$ cat config.mk
export PLATFORM = sky130hd
export DESIGN_NAME = shared_adder_mul_seq_flat
export DESIGN_NICKNAME = d
export VERILOG_FILES = /design/src/rtl/shared_adder_mul_seq_pkg.sv /design/src/rtl/shared_adder_mul_seq_if.sv /design/src/rtl/shared_adder_mul_seq.sv /design/src/flat_wrapper.sv
export SDC_FILE = /design/constraint.sdc
export NUM_CORES = 1
export LEC_CHECK = 0
export ABC_CLOCK_PERIOD_IN_PS = 5000
export BUFFER_PORTS_ARGS = -buffer_cell sky130_fd_sc_hd__buf_2
export CAP_MARGIN = 20
export CORE_ASPECT_RATIO = 1.25
export CORE_MARGIN = 4
export CORE_UTILIZATION = 53
export DETAILED_ROUTE_END_ITERATION = 8
export GPL_TIMING_DRIVEN = 0
export PLACE_DENSITY_LB_ADDON = 0.1
export SYNTH_ARGS = -nofsm -noshare
export SYNTH_HDL_FRONTEND = slang
export SYNTH_SLANG_ARGS = --single-unit
$ cat constraint.sdc
create_clock -name clk -period 5 [get_ports clk]
set_input_delay 1 -clock clk [delete_from_list [all_inputs] [get_ports clk]]
set_output_delay 1 -clock clk [all_outputs]
set_load 0.05 [all_outputs]
$ cat src/rtl/shared_adder_mul_seq_pkg.sv
// Shared types for the RV32M multiply sequencer.
// Op encodings follow funct3[1:0] of MUL/MULH/MULHSU/MULHU.
package shared_adder_mul_seq_pkg;

    localparam int MUL_N     = 32;
    localparam int MUL_CNT_W = 6;

    typedef enum logic [1:0] {
        OP_MUL    = 2'b00,
        OP_MULH   = 2'b01,
        OP_MULHSU = 2'b10,
        OP_MULHU  = 2'b11
    } op_e;

    typedef enum logic [2:0] {
        S_IDLE,
        S_NEG_A,
        S_NEG_B,
        S_ITER,
        S_NEG_LO,
        S_NEG_HI,
        S_DONE
    } state_e;

endpackage

$ cat src/rtl/shared_adder_mul_seq_if.sv
// EX-side request/response plus the shared adder port bundle.
// slave = sequencer, master = parent (EX stage + adder owner).
interface shared_adder_mul_seq_if #(
    parameter int N = 32
);
    logic         start;
    logic [1:0]   op;
    logic [N-1:0] rs1;
    logic [N-1:0] rs2;
    logic         flush;
    logic         busy;
    logic         done;
    logic [N-1:0] result;
    logic [N-1:0] add_a;
    logic [N-1:0] add_b;
    logic         add_cin;
    logic [N:0]   add_sum;

    modport slave (
        input  start, op, rs1, rs2, flush, add_sum,
        output busy, done, result, add_a, add_b, add_cin
    );

    modport master (
        output start, op, rs1, rs2, flush, add_sum,
        input  busy, done, result, add_a, add_b, add_cin
    );

endinterface

$ cat src/rtl/shared_adder_mul_seq.sv
// Radix-2 shift-add RV32M multiplier sequencing an external N-bit adder.
// Signed ops multiply magnitudes, then negate the 2N-bit product.
module shared_adder_mul_seq
    import shared_adder_mul_seq_pkg::*;
#(
    parameter int N     = 32,
    parameter int CNT_W = 6
) (
    input  logic                  clk,
    input  logic                  rst_n,
    shared_adder_mul_seq_if.slave bus
);

    state_e       r_state;
    state_e       w_state_nxt;
    op_e          r_op;
    op_e          w_op;
    logic [N-1:0] r_a;
    logic [N-1:0] r_hi;
    logic [N-1:0] r_lo;
    logic [N-1:0] r_result;
    logic [CNT_W-1:0] r_cnt;
    logic         r_sb;
    logic         r_nr;
    logic         r_c;
    logic         w_sa;
    logic         w_sb;
    logic [N-1:0] w_add_a;
    logic [N-1:0] w_add_b;
    logic         w_cin;
    logic [N:0]   w_sum;
    logic [N-1:0] w_sel;

    assign w_op  = op_e'(bus.op);
    assign w_sa  = bus.rs1[N-1] & (w_op == OP_MULH || w_op == OP_MULHSU);
    assign w_sb  = bus.rs2[N-1] & (w_op == OP_MULH);
    assign w_sum = bus.add_sum;
    assign w_sel = (r_op == OP_MUL) ? r_lo : r_hi;

    always_comb begin
        w_state_nxt = r_state;
        case (r_state)
            S_IDLE:
                if (bus.start)
                    w_state_nxt = w_sa ? S_NEG_A :
                                  (w_sb ? S_NEG_B : S_ITER);
            S_NEG_A:  w_state_nxt = r_sb ? S_NEG_B : S_ITER;
            S_NEG_B:  w_state_nxt = S_ITER;
            S_ITER:
                if (r_cnt == '0)
                    w_state_nxt = r_nr ? S_NEG_LO : S_DONE;
            S_NEG_LO: w_state_nxt = S_NEG_HI;
            S_NEG_HI: w_state_nxt = S_DONE;
            S_DONE:   w_state_nxt = S_IDLE;
            default:  w_state_nxt = S_IDLE;
        endcase
        if (bus.flush)
            w_state_nxt = S_IDLE;
    end

    // Adder is released (all zero) outside NEG_*/ITER for other users.
    always_comb begin
        w_add_a = '0;
        w_add_b = '0;
        w_cin   = 1'b0;
        case (r_state)
            S_NEG_A: begin
                w_add_a = ~r_a;
                w_cin   = 1'b1;
            end
            S_NEG_B, S_NEG_LO: begin
                w_add_a = ~r_lo;
                w_cin   = 1'b1;
            end
            S_ITER: begin
                w_add_a = r_hi;
                w_add_b = r_lo[0] ? r_a : '0;
            end
            S_NEG_HI: begin
                w_add_a = ~r_hi;
                w_cin   = r_c;
            end
            default: ;
        endcase
    end

    assign bus.add_a   = w_add_a;
    assign bus.add_b   = w_add_b;
    assign bus.add_cin = w_cin;
    assign bus.busy    = (r_state != S_IDLE);
    assign bus.done    = (r_state == S_DONE) & ~bus.flush;
    assign bus.result  = bus.done ? w_sel : r_result;

    always_ff @(posedge clk or negedge rst_n) begin
        if (!rst_n) begin
            r_state  <= S_IDLE;
            r_op     <= OP_MUL;
            r_a      <= '0;
            r_hi     <= '0;
            r_lo     <= '0;
            r_result <= '0;
            r_cnt    <= '0;
            r_sb     <= 1'b0;
            r_nr     <= 1'b0;
            r_c      <= 1'b0;
        end else begin
            r_state <= w_state_nxt;
            case (r_state)
                S_IDLE:
                    if (bus.start && !bus.flush) begin
                        r_op  <= w_op;
                        r_a   <= bus.rs1;
                        r_lo  <= bus.rs2;
                        r_hi  <= '0;
                        r_cnt <= CNT_W'(N - 1);
                        r_sb  <= w_sb;
                        r_nr  <= w_sa ^ w_sb;
                    end
                S_NEG_A: r_a  <= w_sum[N-1:0];
                S_NEG_B: r_lo <= w_sum[N-1:0];
                S_ITER: begin
                    r_hi  <= w_sum[N:1];
                    r_lo  <= {w_sum[0], r_lo[N-1:1]};
                    r_cnt <= r_cnt - 1'b1;
                end
                S_NEG_LO: begin
                    r_lo <= w_sum[N-1:0];
                    r_c  <= w_sum[N];
                end
                S_NEG_HI: r_hi <= w_sum[N-1:0];
                S_DONE:
                    if (!bus.flush)
                        r_result <= w_sel;
                default: ;
            endcase
        end
    end

endmodule

$ cat src/flat_wrapper.sv
// flat-port wrapper written by rule: the top's interface ports become plain ports
module shared_adder_mul_seq_flat import shared_adder_mul_seq_pkg::*;
#(
    parameter int N     = 32,
    parameter int CNT_W = 6
)
  (clk, rst_n, bus_start, bus_op, bus_rs1, bus_rs2, bus_flush, bus_add_sum, bus_busy, bus_done, bus_result, bus_add_a, bus_add_b, bus_add_cin);
  shared_adder_mul_seq_if #(.N(N)) bus_i ();
  input  logic clk;
  input  logic rst_n;
  input wire logic [$bits(bus_i.start)-1:0] bus_start;
  input wire logic [$bits(bus_i.op)-1:0] bus_op;
  input wire logic [$bits(bus_i.rs1)-1:0] bus_rs1;
  input wire logic [$bits(bus_i.rs2)-1:0] bus_rs2;
  input wire logic [$bits(bus_i.flush)-1:0] bus_flush;
  input wire logic [$bits(bus_i.add_sum)-1:0] bus_add_sum;
  output wire logic [$bits(bus_i.busy)-1:0] bus_busy;
  output wire logic [$bits(bus_i.done)-1:0] bus_done;
  output wire logic [$bits(bus_i.result)-1:0] bus_result;
  output wire logic [$bits(bus_i.add_a)-1:0] bus_add_a;
  output wire logic [$bits(bus_i.add_b)-1:0] bus_add_b;
  output wire logic [$bits(bus_i.add_cin)-1:0] bus_add_cin;
  assign bus_i.start = bus_start;
  assign bus_i.op = bus_op;
  assign bus_i.rs1 = bus_rs1;
  assign bus_i.rs2 = bus_rs2;
  assign bus_i.flush = bus_flush;
  assign bus_i.add_sum = bus_add_sum;
  assign bus_busy = bus_i.busy;
  assign bus_done = bus_i.done;
  assign bus_result = bus_i.result;
  assign bus_add_a = bus_i.add_a;
  assign bus_add_b = bus_i.add_b;
  assign bus_add_cin = bus_i.add_cin;
  shared_adder_mul_seq #(.N(N), .CNT_W(CNT_W)) u_core (.clk(clk), .rst_n(rst_n), .bus(bus_i));
endmodule
# Yosys cells after proc, flatten, opt, wreduce, memory -nomap -nowiden
# Index checks and enable logic that the tools add are counted.
classes:
  reduce_logical: 20
  n_bitwise: 8
  eq_ne: 11
  addsub: 1
  n_mux: 22
op_table:
  columns: ["op", "n"]
  rows:
  - ["$mux 32", 7]
  - ["$pmux 32 s3", 2]
  - ["$pmux 32 s4", 1]
  - ["$not 32->32", 3]
  - ["$pmux 32 s2", 1]
  - ["$pmux 3 s6", 1]
  - ["$reduce_and 2->1", 7]
  - ["$mux 3", 4]
  - ["$pmux 6 s2", 1]
  - ["$eq 3x3->1 const B", 3]
  - ["$reduce_bool 3->1", 3]
  - ["$eq 3x2->1 const B", 2]
  - ["$logic_not 6->1", 1]
  - ["$mux 6", 1]
  - ["$sub 6x1->6 const B", 1]
  - ["$reduce_bool 2->1", 2]
  - ["$and 1x1->1", 3]
  - ["$eq 3x1->1 const B", 1]
  - ["$logic_not 3->1", 1]
  - ["$ne 3x2->1 const B", 1]
  - ["$ne 3x3->1 const B", 1]
  - ["$reduce_or 3->1", 1]
  - ["$eq 2x1->1 const B", 1]
  - ["$eq 2x2->1 const B", 1]
  - ["11 further kinds", 12]
totals:
  out_inout_bits: 99
  input_bits: 103
  regBits: 142

# Depth between registers and ports, before layout
depth:
  depth_word: 7
  ltp_mapped: 7

# Least setup slack after synthesis
# No wires, ideal clock.
synth_timing:
  path_kind: "input to output"
  from: "in bus_flush"
  to: "out bus_result[14]"
  path_buffers: 2
  stages: 6
  slack_ns: 1.463
  required_time_ns: 4.000
  arrival_ns: 2.537
  cell_sequence: "nor2_2 -> and3_1 -> buf_2 -> buf_2 -> nor2_1 -> a21oi_1"
synth_via:
  elab_chain_len: 3
synth_rtl:
  columns: ["element", "line", "source"]
  rows:
  - ["start: declaration", "flat_wrapper.sv:15", "input wire logic [$bits(bus_i.flush)-1:0] bus_flush;"]
  - ["$not 1->1 (no line)", null, null]
  - ["$and 1x1->1", "shared_adder_mul_seq.sv:91", "assign bus.done = (r_state == S_DONE) & ~bus.flush;"]
  - ["$mux 32", "shared_adder_mul_seq.sv:92", "assign bus.result = bus.done ? w_sel : r_result;"]
  - ["end: declaration", "flat_wrapper.sv:19", "output wire logic [$bits(bus_i.result)-1:0] bus_result;"]
# No other way between the ends.

# Worst setup path in the final report
layout_timing:
  from: "in bus_flush"
  to: "out bus_result[19]"
# Same word-level chain as after synthesis.

==> metrics.cfg <==
[timing]
setup_ws_ns = 1.28
clock_skew_ns = 0.00571
worst_pin_slew_ns = 0.740
drv_slew = 0
hold_viol = 0
post-route-period-util_pct = 74.4
rsz0062_at_grt = false
post-route-min-period_ns = 3.72
maxSlewHeadroom_pct = 50.7
fmax_ghz = 0.269
holdWs_ns = 0.486
setup_viol = 0
setup_tns_ns = 0

[floorplan]
die-area_um2 = 17200
die_h_um = 145
num_rows = 50
initial_core_util_pct = 53.8
core_area_um2 = 14900
die_x_um = 118
num_io_pins = 202

[worst_setup_path]
endpoint_kind = primary output
critical_path_arrival_ns = 2.72
cp.required_ns = 4.00
cp_max_fo = 10
crit_chain = buf_2, nor2_2, and3_1, buf_2, buf_2, nor2_1, a21oi_1, buf_2
path_delay_family = buffers and inverters
slowest_delay_ns = 0.31
worst-r2r-setup-slack_ns = 2.95
crit_top_cell = buf_2
cpMaxStageDelayCell = buf_2
critPathLaunchType = primary input
path_class = in -> out
worst-path-buf-inv = 4

[placement]
place_congestion = 0.952
dp_hpwl_um = 20600
numPortBuffers = 201
place_ws_ns = 1.31

[global_routing]
track_usage_pct = 34.0
antenna_found_initial = 1
grt_max_degree = 87
grt_pass1_wl_um = 45900
grt_pass1_vias = 8385
overflow = 0

[layout]
final_layout_size_suffix_gt1_share_pct = 23.6
nNetsFinal = 1282
multi_input_area_um2 = 3890
fill_cells = 1372
synthToLayoutAreaGrowth_pct = 23.1
diodes = 0
regArea_um2 = 3550

[outcome]
run_status = finished clean

[clock_network]
cts_tree = yes
root_buffer = clkbuf_16
clkLatencyLatePin_ns = 0.43
h-tree-depth = 4
hold_buffers = 0
post_cts_buffers = 0
clkSinkCount = 142
clock_path_buffers = 2
cts_buffers = 17
post_cts_resized = 0
clkTransAtPathRegs_ns = 0.06

[route]
dr.first_iter.drc_count = 1187
postRouteAntennaNets = 0
drc = 0
wirelength_um = 29600
vias = 8539
drt_pass1_iterations = 8
vias_per_cell = 6.23
wl_per_cell_um = 21.6

[logic_synthesis]
synth_top_area_share_pct = 44.4
synth_flop_cell = dfrtp_1
synth_area_um2 = 8010
netlist_instances = 954
synth.distinct_cells = 38
synth_top_area_cell = dfrtp_1
synthArstFlopShare_pct = 100
synth-seq-cells = 142
synth_common_cells = 165 x nor2_1, 142 x dfrtp_1, 108 x nand2_1
yosysMostFrequentCell = nor2_1
synth_area_leaders = dfrtp_1 44%, nor2_1 7.7%, a21oi_1 6.3%
syn_area_per_cell_um2 = 8.40
ys_warn_count = 0
synth_nets = 1061
ys_seq_area_share_pct = 44.4
synth_edf_count = 0

[min_path]
min_path_type = reg -> reg

[power]
powerDensity_nw_per_um2 = 610
leakagePower_uw = 0.00514
ir_drop_mv = 0.313

[flow_run]
cap_violations = 0

-- worst reg2reg max path, delay by kind of cell, from the launching register on --
family	cells	cell delay (ns)
buffers and inverters	3	1.06
AO/OA/AOI/OAI	1	0.19
AND/OR/NAND/NOR	3	0.36
flip-flops	1	0.37
-- where the power goes --
| group | internal, uW | switching [uW] | leakage (uW) |
|---|---|---|---|
| clock | 746 | 518 | 0.000274 |
| combinational | 907 | 1860 | 0.00308 |
| sequential | 1560 | 427 | 0.00179 |
-- path summary, 6_finish.rpt --
kind	from	endpoint	cells past startpoint
max	bus_flush	bus_result[19]	8
min	u_core.r_cnt[5]$_DFFE_PN0P_	u_core.r_cnt[5]$_DFFE_PN0P_	1
min in group asynchronous	rst_n	u_core.r_result[6]$_DFFE_PN0N_	1
max reg2reg	u_core.r_state[2]$_DFFE_PN0P_	u_core.r_a[18]$_DFFE_PN0P_	7
min reg2reg	u_core.r_cnt[5]$_DFFE_PN0P_	u_core.r_cnt[5]$_DFFE_PN0P_	1
max in group asynchronous	rst_n	u_core.r_a[23]$_DFFE_PN0P_	2
-- layer usage --
metal  share of wire [%]  vias up  global-route usage [%]
li1                    -     3859                       -
met1                  38     4002                    42.2
met2                  48      569                    55.7
met3                 9.6      107                    8.40
met4                 4.5        2                    16.4
met5               0.044        -                       0
-- cells by family after synthesis --
| kind of cell | count (synthesis) | synth area share, % |
|---|---|---|
| and+or+nand+nor | 328 | 17.2 |
| AOI/OAI and AO/OA | 314 | 25.6 |
| DFF | 142 | 44.4 |
| buffers and inverters | 126 | 7.06 |
| muxes | 40 | 5.08 |
| adders and majority gates | 4 | 0.625 |
-- registers in the layout, summed over array words and instances, names as in the netlist --
register         cells
u_core.r_state       3
u_core.r_lo         32
u_core.r_op          2
u_core.r_a          32
u_core.r_c           1
u_core.r_sb          1
u_core.r_nr          1
u_core.r_result     32
u_core.r_hi         32
u_core.r_cnt         6
-- cells in the final DEF (no fill, tap or decap), drive strengths merged, types with 33 or more instances in the layout --
cell | netlist | routed
a222oi | 33 | 33
nand2 | 108 | 108
mux2i | 35 | 35
o22ai | 63 | 63
clkbuf | 48 | 66
buf | 41 | 243
a31oi | 33 | 33
dfrtp | 142 | 142
inv | 36 | 37
and3 | 34 | 34
nor2 | 167 | 167
a21oi | 101 | 101
-- through the flow --
stage                     power [uW]  instance area [um^2]  utilization, %  cells
after floorplan                 3880                  8010               -    954
after global placement          4640                  9250            62.1   1337
after detailed placement        4700                  9280            62.3   1338
after CTS                       5960                  9860            66.2   1370
after global routing            6340                  9860            66.2   1370
final                           6020                  9860            66.2   1370
-- cell type report --
type | instances | share of cell area, %
timing repair buffer | 202 | 10.5
tap | 182 | 2.31
clock buffer | 18 | 4.45
inverter | 37 | 1.41
clock inverter | 14 | 1.46
sequential | 142 | 36.0
multi-input combinational | 686 | 39.5
buffer | 89 | 4.33
(Power assumes the default switching activity.)
